## src/rtl/axi2per_rw_sched.sv

```systemverilog
// Read/write scheduler for the AXI-to-peripheral path: arbitrates AR against AW+W,
// holds the winner in a one-entry command register and bounds outstanding transactions.
module axi2per_rw_sched #(
  parameter int unsigned AXI_ADDR_WIDTH  = 32,
  parameter int unsigned AXI_ID_WIDTH    = 3,
  parameter int unsigned AXI_DATA_WIDTH  = 64,
  parameter int unsigned AXI_STRB_WIDTH  = AXI_DATA_WIDTH / 8,
  parameter int unsigned MAX_OUTSTANDING = 4,
  parameter int unsigned STARVE_LIMIT    = 8
) (
  input  logic                      clk_i,
  input  logic                      rst_ni,
  input  logic                      mode_i,
  input  logic                      ar_valid_i,
  input  logic [AXI_ADDR_WIDTH-1:0] ar_addr_i,
  input  logic [AXI_ID_WIDTH-1:0]   ar_id_i,
  output logic                      ar_ready_o,
  input  logic                      aw_valid_i,
  input  logic [AXI_ADDR_WIDTH-1:0] aw_addr_i,
  input  logic [AXI_ID_WIDTH-1:0]   aw_id_i,
  output logic                      aw_ready_o,
  input  logic                      w_valid_i,
  input  logic [AXI_DATA_WIDTH-1:0] w_data_i,
  input  logic [AXI_STRB_WIDTH-1:0] w_strb_i,
  output logic                      w_ready_o,
  output logic                      cmd_valid_o,
  output logic                      cmd_read_o,
  output logic [AXI_ADDR_WIDTH-1:0] cmd_addr_o,
  output logic [AXI_ID_WIDTH-1:0]   cmd_id_o,
  output logic [31:0]               cmd_wdata_o,
  output logic [3:0]                cmd_be_o,
  input  logic                      cmd_ready_i,
  input  logic                      done_i,
  output logic [3:0]                outstanding_o,
  output logic                      busy_o
);

  typedef enum logic [0:0] {IDLE = 1'b0, CMD = 1'b1} state_e;

  localparam logic [3:0] MaxOut    = 4'(MAX_OUTSTANDING);
  localparam logic [7:0] StarveLim = 8'(STARVE_LIMIT);

  state_e      state_r, state_next_s;
  logic [3:0]  out_cnt_r;
  logic [7:0]  starve_r;
  logic        last_wr_r;
  logic        rd_elig_s, wr_elig_s, arb_en_s;
  logic        grant_rd_s, grant_wr_s;
  logic        hs_s, done_eff_s;

  logic                      cmd_read_r;
  logic [AXI_ADDR_WIDTH-1:0] cmd_addr_r;
  logic [AXI_ID_WIDTH-1:0]   cmd_id_r;
  logic [31:0]               cmd_wdata_r;
  logic [3:0]                cmd_be_r;

  // Arbitration: readies are gated by reset so every output is low while rst_ni is low
  always_comb begin
    rd_elig_s  = ar_valid_i;
    wr_elig_s  = aw_valid_i & w_valid_i;
    arb_en_s   = rst_ni & (state_r == IDLE) & (out_cnt_r < MaxOut);
    grant_rd_s = 1'b0;
    grant_wr_s = 1'b0;
    if (arb_en_s) begin
      if (rd_elig_s && wr_elig_s) begin
        if (mode_i) begin
          if (starve_r == StarveLim) grant_wr_s = 1'b1;
          else                       grant_rd_s = 1'b1;
        end else begin
          if (last_wr_r) grant_rd_s = 1'b1;
          else           grant_wr_s = 1'b1;
        end
      end else if (rd_elig_s) begin
        grant_rd_s = 1'b1;
      end else if (wr_elig_s) begin
        grant_wr_s = 1'b1;
      end else begin
        grant_rd_s = 1'b0;
      end
    end else begin
      grant_wr_s = 1'b0;
    end
  end

  // State register
  always_ff @(posedge clk_i or negedge rst_ni) begin
    if (!rst_ni) state_r <= IDLE;
    else         state_r <= state_next_s;
  end

  // Next-state logic
  always_comb begin
    state_next_s = state_r;
    case (state_r)
      IDLE:    state_next_s = (grant_rd_s || grant_wr_s) ? CMD : IDLE;
      CMD:     state_next_s = cmd_ready_i ? IDLE : CMD;
      default: state_next_s = IDLE;
    endcase
  end

  // Output logic: readies only in the capture cycle, AW and W always together
  always_comb begin
    ar_ready_o = grant_rd_s;
    aw_ready_o = grant_wr_s;
    w_ready_o  = grant_wr_s;
  end

  assign hs_s       = (state_r == CMD) & cmd_ready_i;
  assign done_eff_s = done_i & (out_cnt_r != 4'd0);

  // Command register: loaded on a grant, held stable through the CMD state
  always_ff @(posedge clk_i or negedge rst_ni) begin
    if (!rst_ni) begin
      cmd_read_r  <= 1'b0;
      cmd_addr_r  <= '0;
      cmd_id_r    <= '0;
      cmd_wdata_r <= 32'd0;
      cmd_be_r    <= 4'd0;
      last_wr_r   <= 1'b1;
    end else if (grant_rd_s) begin
      cmd_read_r  <= 1'b1;
      cmd_addr_r  <= ar_addr_i;
      cmd_id_r    <= ar_id_i;
      cmd_wdata_r <= 32'd0;
      cmd_be_r    <= 4'd0;
      last_wr_r   <= 1'b0;
    end else if (grant_wr_s) begin
      cmd_read_r  <= 1'b0;
      cmd_addr_r  <= aw_addr_i;
      cmd_id_r    <= aw_id_i;
      cmd_wdata_r <= aw_addr_i[2] ? w_data_i[63:32] : w_data_i[31:0];
      cmd_be_r    <= aw_addr_i[2] ? w_strb_i[7:4]   : w_strb_i[3:0];
      last_wr_r   <= 1'b1;
    end
  end

  // Outstanding counter: simultaneous issue and completion cancel out
  always_ff @(posedge clk_i or negedge rst_ni) begin
    if (!rst_ni)                      out_cnt_r <= 4'd0;
    else if (hs_s && !done_eff_s)     out_cnt_r <= out_cnt_r + 4'd1;
    else if (!hs_s && done_eff_s)     out_cnt_r <= out_cnt_r - 4'd1;
  end

  // Write starvation counter, active only under read-priority policy
  always_ff @(posedge clk_i or negedge rst_ni) begin
    if (!rst_ni) begin
      starve_r <= 8'd0;
    end else if (mode_i) begin
      if (grant_wr_s)                                        starve_r <= 8'd0;
      else if (grant_rd_s && wr_elig_s && starve_r < StarveLim) starve_r <= starve_r + 8'd1;
    end
  end

  assign cmd_valid_o   = (state_r == CMD);
  assign cmd_read_o    = cmd_read_r;
  assign cmd_addr_o    = cmd_addr_r;
  assign cmd_id_o      = cmd_id_r;
  assign cmd_wdata_o   = cmd_wdata_r;
  assign cmd_be_o      = cmd_be_r;
  assign outstanding_o = out_cnt_r;
  assign busy_o        = (state_r == CMD) | (out_cnt_r != 4'd0);

endmodule

```

## config.mk

```make
export PLATFORM = sky130hd
export DESIGN_NAME = axi2per_rw_sched
export DESIGN_NICKNAME = d
export VERILOG_FILES = /design/src/rtl/axi2per_rw_sched.sv
export SDC_FILE = /design/constraint.sdc
export NUM_CORES = 1
export LEC_CHECK = 0
export BUFFER_PORTS_ARGS = -buffer_cell sky130_fd_sc_hd__buf_4
export CAP_MARGIN = 30
export CORE_UTILIZATION = 40
export CTS_CLUSTER_DIAMETER = 120
export DETAILED_ROUTE_END_ITERATION = 10
export GPL_TIMING_DRIVEN = 0
export PLACE_DENSITY_LB_ADDON = 0.3
export SYNTH_ARGS = -nofsm -noshare
export SYNTH_HDL_FRONTEND = slang
export SYNTH_SLANG_ARGS = --single-unit
```

## constraint.sdc

```tcl
create_clock -name clk_i -period 2.2 [get_ports clk_i]
set_input_delay 0.22 -clock clk_i [delete_from_list [all_inputs] [get_ports clk_i]]
set_output_delay 0.22 -clock clk_i [all_outputs]
set_load 0.03 [all_outputs]
```

==> run metrics, run 1 <==
global-route wire length before repair=17800 µm; Slew Limit Headroom=0.442; Final min period=2190 ps; die height=103 µm; via count=3728; async set-reset flop share out of synthesis=1.00; final wirelength=12300 µm; sequential fraction of the synthesis area=0.529; CP Capture Type=flip-flop; CP max-delay cell=dfrtp_2; max frequency=roughly 0.46 GHz; Wirelength per Cell=about 16 µm; Startpoint Class=flip-flop; pwr dens=1280 nW/µm²; Synth area leaders=dfrtp_1 52%, mux2i_1 9.6%, a221o_1 8.4%; worst-skew pair later-pin latency=350 ps; register area=2160 µm²; syn nets=around 500; #FFs+latches synth=86; Min-Delay Path Class=in -> reg; cts bufs inserted=9; final core utilization=0.657; initial core utilization=0.415; initial antenna violation count=0; Final period util=0.997; core area=between 9000 and 10000 µm²; commonest cells after routing, fill and taps aside=247 x buf_4, 81 x dfrtp_1, 42 x nand2_1, 39 x mux2i_1, 36 x and2_1; Iter 0 DRT Violations=80; total track usage=0.226; CTS tree=yes; post-route ant nets=0; Post-DP Area=5990 µm²; dpl ws=-471 ps; Root Driver=clkbuf_8; number of global-route vias before repair=3625; most common cell after layout, fill and taps aside=buf_4; crit path kind=reg -> reg; count of placed standard cells including taps=718; Max Root-Sink Buffers=2; Ports=231; switching pwr=3.51 mW; Req. time, crit path=2470 ps; port bufs=229; H-Tree Depth=3; Rows=36; crit-path max FO=4; clock sink count=86; Worst Max-Slew Pin Slew=837 ps; Post-Synthesis Cell Area=4070 µm²; cell taking the most area after synthesis=dfrtp_1; switching share of power=0.424; Post-synth top flop=dfrtp_1; Synth cell types=44; top cell type's share of synthesized area=0.522; max incr delay on CP=470 ps; Reg power frac=0.330; power share of the clock group=0.129; largest net degree at the start of global routing=46; share of cells above drive strength 1=0.481; fin cells=approximately 750; MaxCap Viol Count=0; final net count=773; clk slew on worst S/H paths=70 ps; EDFF count, synth=0; Die ar.=10600 µm²; dpl hpwl=approximately 9100 µm; outcome=completed; arrival time worst endpoint=2470 ps; via/cell ratio=4.94; Mapped Cells=about 360; cell family with most CP delay=simple AND/OR/NAND/NOR gates; routability congestion estimate=0.811; TritonRoute pass-1 iters=4; yosys warns=0; Die W=103 µm; Int Power=4.77 mW; setup TNS=0 ps; maximum VDD drop=between 0.7 and 0.8 mV; DR DRC count=0; slack of the critical path=5.55 ps; Lkg Pwr=around 3.3 nW; crit-path cells=nor4_4, nand2b_4, ha_4, inv_2, ha_1, a21o_1, a21oi_2, mux2i_1, xnor2_1; area grow syn2layout=58.4%; Comb power frac=0.541; Buf/Inv on CP=1; filler cell count in the final layout=a little over 800; Final Hold Fails=0; grt ovf=0; Finish-stage setup viols=0; Synth Area per Inst=around 11 µm²; footprint of the multi-input gates=1780 µm²; Design Area, Final=roughly 6500 µm²; fin. max-slew vios=0; Layout Skew=10.9 ps; RSZ-0062 raised after global routing=yes
[synthesized netlist by cell type, drive strengths merged (2+ instances only)]
cell type / n
a21o: 2
a21oi: 3
a221o: 34
and2: 37
buf: 11
clkbuf: 12
dfrtp: 85
ha: 5
inv: 7
mux2i: 39
nand2: 43
nand3: 2
nor2: 4
nor2b: 5
nor4: 2
o21ai: 43
xnor2: 3
[layout make-up]
type                    instances  area share
diodes                          1    0.000388
plain buffers                  21      0.0211
clock buffers                  12      0.0225
clock inverters                 2     0.00543
inverters                       8     0.00659
multi-input cells             238       0.276
flip-flops and latches         86       0.334
well taps                     133      0.0258
repair buffers                253       0.308
[per-layer routing]
metal	GRT usage	part of all wire	vias to the layer above
met5	0	0	-
met4	0.127	0.029	0
met3	0.0481	0.049	30
met2	0.388	0.53	118
met1	0.262	0.40	1780
li1	-	-	1800
[cell families after synthesis]
group                      count (synthesis)  synth area share
AOI/OAI and AO/OA                         89             0.160
xor gates and xnor gates                   3           0.00645
adders and majority gates                  6            0.0203
buffers and inverters                     31            0.0513
DFF                                       86             0.529
muxes                                     40            0.0986
and+or+nand+nor                          100             0.135
[state kept, by name (all words and copies together), names as in the netlist]
| signal | cells |
|---|---|
| cmd_valid_o | 1 |
| cmd_read_o | 1 |
| last_wr_r | 1 |
| cmd_be_o | 4 |
| cmd_addr_o | 32 |
| cmd_id_o | 3 |
| cmd_wdata_o | 32 |
| starve_r | 8 |
| outstanding_o | 4 |
[per-stage QoR]
| stage | hold WS (ps) | power, mW |
|---|---|---|
| 3_5_place_dp | 241 | 7.01 |
| 3_3_place_gp | 406 | 6.88 |
| 5_1_grt | 66.3 | 8.72 |
| 4_1_cts | 39.9 | 8.24 |
| 2_1_floorplan | -75.6 | 5.25 |
| 6_report | 56.2 | 8.27 |
[power groups by stage]
stage	clock [mW]	sequential, mW	combinational [mW]
2_1_floorplan	0	4.05	1.20
3_3_place_gp	0	2.71	4.17
3_5_place_dp	0	2.76	4.25
4_1_cts	1.09	2.71	4.43
5_1_grt	1.15	2.81	4.76
6_report	1.07	2.73	4.48
[repair_timing]
| item | 4_1_cts | 5_1_grt |
|---|---|---|
| setup buffers | 12 | 6 |
| pin swaps | 5 | 7 |
| gates cloned | 0 | 0 |
| gates resized for setup | 10 | 15 |
| hold endpoints to repair | 40 | 0 |
| endpoints found under the setup margin | 15 | 17 |
| hold buffers | 5 | 0 |
[worst paths after layout]
| path | start | end | slack (ps) | cells past startpoint |
|---|---|---|---|---|
| max | outstanding_o[3] | outstanding_o[3] | 6 | 9 |
| min | cmd_ready_i | cmd_valid_o | 60 | 2 |
| max reg2reg | outstanding_o[3] | outstanding_o[3] | 6 | 9 |
| min reg2reg | cmd_be_o[2] | cmd_be_o[2] | 490 | 2 |
| max in group asynchronous | rst_ni | outstanding_o[3] | 1200 | 4 |
| min in group asynchronous | rst_ni | cmd_addr_o[18] | 500 | 4 |
Note: power is estimated with default switching activity, not from simulation.
==> inputs of run 2 (changes only) <==
--- a/config.mk
+++ b/config.mk
@@ -11,7 +11,7 @@
 export CTS_CLUSTER_DIAMETER = 120
 export DETAILED_ROUTE_END_ITERATION = 10
 export GPL_TIMING_DRIVEN = 0
-export PLACE_DENSITY_LB_ADDON = 0.3
+export PLACE_DENSITY = 0.77
 export SYNTH_ARGS = -nofsm -noshare
 export SYNTH_HDL_FRONTEND = slang
 export SYNTH_SLANG_ARGS = --single-unit
==> run 2 against run 1 <==
  * Highest routed layer unchanged
  * Worst hold slack worse by 19 ps
  * Largest power group unchanged
  * Via count is 1.4% higher
  * Global-route usage up 0.84 points
  * Clock skew down 0.74 ps
==> run metrics, run 2 (synthesis results as in run 1) <==
outcome=completed; MaxCap Viol Count=0 (unchanged); initial core utilization=0.415 (unchanged); die height=103 µm (unchanged); initial antenna violation count=0 (unchanged); largest net degree at the start of global routing=46 (unchanged); count of placed standard cells including taps=718 (unchanged); Final period util=0.993 (-0.00464); antenna cell count=0 (-1); Min-Delay Path Class=in -> reg; clock sink count=86 (unchanged); final net count=773 (unchanged); Reg power frac=0.330 (about the same); total track usage=0.234 (+0.00845); Iter 0 DRT Violations=115 (+44%); final wirelength=12700 µm (+3.7%); pwr dens=1280 nW/µm² (-0.27%); global-route wire length before repair=18500 µm (+4.2%); Final min period=2180 ps (-10.2 ps); Int Power=4.67 mW (-2.1%); Rows=36 (unchanged); Finish-stage setup viols=0 (unchanged); number of global-route vias before repair=3679 (+1.5%); hold path endpoint=cmd_valid_o; Req. time, crit path=1980 ps (-490 ps); post-route ant nets=0 (unchanged); fin. max-slew vios=0 (unchanged); Final Hold Fails=0 (unchanged); power share of the clock group=0.127 (-0.002); via/cell ratio=5.01 (+1.2%); commonest cells after routing, fill and taps aside=246 x buf_4, 82 x dfrtp_1, 42 x nand2_1, 39 x mux2i_1, 36 x and2_1; grt ovf=0 (unchanged); CP Capture Type=output pin; worst r2r src=outstanding_o[3]; worst hold margin=37.4 ps (-18.7 ps); DR DRC count=0 (unchanged); Ports=231 (unchanged); switching share of power=0.434 (+0.0102); clk slew on worst S/H paths=90 ps (+20 ps); Max Root-Sink Buffers=2 (unchanged); Root Driver=clkbuf_8; CTS tree=yes; H-Tree Depth=3 (unchanged); maximum VDD drop=0.909 mV (+29%); hold wc startpoint=cmd_ready_i; crit-path max FO=5 (+1); most common cell after layout, fill and taps aside=buf_4; crit path kind=reg -> out; R2R Setup Slk=40 ps (+30 ps); Worst Max-Slew Pin Slew=772 ps (-64.6 ps); worst-skew pair later-pin latency=360 ps (about the same); Layout Skew=10.2 ps (-0.741 ps); Comb power frac=0.543 (+0.002); Reg-to-Reg End=outstanding_o[3]; TritonRoute pass-1 iters=4 (unchanged); Hold Path Stages=2 (unchanged); Die ar.=10600 µm² (unchanged); max frequency=0.458 GHz (+0.47%); core area=9820 µm² (unchanged); Lkg Pwr=3.31 nW (+0.28%); Slew Limit Headroom=0.485 (+0.0431); port bufs=229 (unchanged); area grow syn2layout=58.4% (about the same); arrival time worst endpoint=1960 ps (-510 ps); Die W=103 µm (unchanged); filler cell count in the final layout=765 (-6.7%); cts bufs inserted=9 (unchanged); RSZ-0062 raised after global routing=yes; dpl hpwl=9280 µm (+1.5%); Worst R2R Path Depth=9 (unchanged); share of cells above drive strength 1=0.479 (-0.00155); routability congestion estimate=0.812 (+0.12%); Startpoint Class=flip-flop; Wirelength per Cell=16.9 µm (+3.6%); final core utilization=0.657 (about the same); fin cells=755 (+0.13%); via count=3779 (+1.4%); switching pwr=3.58 mW (+2.1%)
[run 2: repair_timing]
action                     in CTS  in global routing
hold endpoints to repair       40                  0
setup endpoints to repair      33                 33
resized for setup              13                  8
hold buffers                    5                  0
pin swaps                       4                  3
buffers inserted               14                  3
[run 2: layer usage]
layer,global-route usage,vias up,wire length [µm]
met1,0.282,1800,5080
met2,0.403,149,6510
li1,-,1797,-
met4,0.115,0,437
met3,0.0454,33,707
met5,0,-,0
[run 2: how the worst max path moves through the flow]
stage / end / from / cells after the start / slack [ps]
after floorplan: outstanding_o[3] / outstanding_o[3] / 9 / 10
after global placement: w_ready_o / rst_ni / 9 / -650
after detailed placement: cmd_wdata_o[18] / rst_ni / 8 / -520
after CTS: w_ready_o / outstanding_o[3] / 8 / -5
after global routing: w_ready_o / outstanding_o[3] / 8 / -60
final: w_ready_o / starve_r[1] / 9 / 20
[run 2: final cells by class]
type                            instances  area, µm²  area share
Timing Repair Buffer                  252       1980       0.306
Tap cell                              133        166      0.0258
Inverter                                8       56.3     0.00873
Clock buffer                           10        138      0.0213
Clock inverter                          6       47.5     0.00737
Sequential cell                        86       2160       0.334
Buffer                                 22        156      0.0242
Multi-Input combinational cell        238       1750       0.272
[run 2: metrics by stage]
stage | setup TNS (ps) | area [µm²] | setup WS, ps | total power [mW]
after floorplan | 0 | 4080 | 12.5 | 5.25
after global placement | -38730 | 5960 | -646 | 6.87
after detailed placement | -28260 | 5990 | -517 | 7.00
after CTS | -5.24 | 6410 | -5.24 | 8.25
after global routing | -169 | 6450 | -63.2 | 8.73
final | 0 | 6450 | 15.7 | 8.24
[run 2: worst max-delay path: stages (launching register included)]
cell	delay (ps)
dfrtp_1	400
inv_2	90
ha_4	140
and3b_1	180
a31oi_2	100
or2_4	290
buf_12	140
clkinv_16	50
buf_4	90
buf_6	120
[run 2: power by group through the flow]
stage	Sequential, mW	Clock [mW]	Combinational (mW)
6_report	2.72	1.05	4.48
5_1_grt	2.81	1.14	4.78
4_1_cts	2.72	1.07	4.46
3_5_place_dp	2.76	0	4.24
3_3_place_gp	2.72	0	4.15
2_1_floorplan	4.05	0	1.20
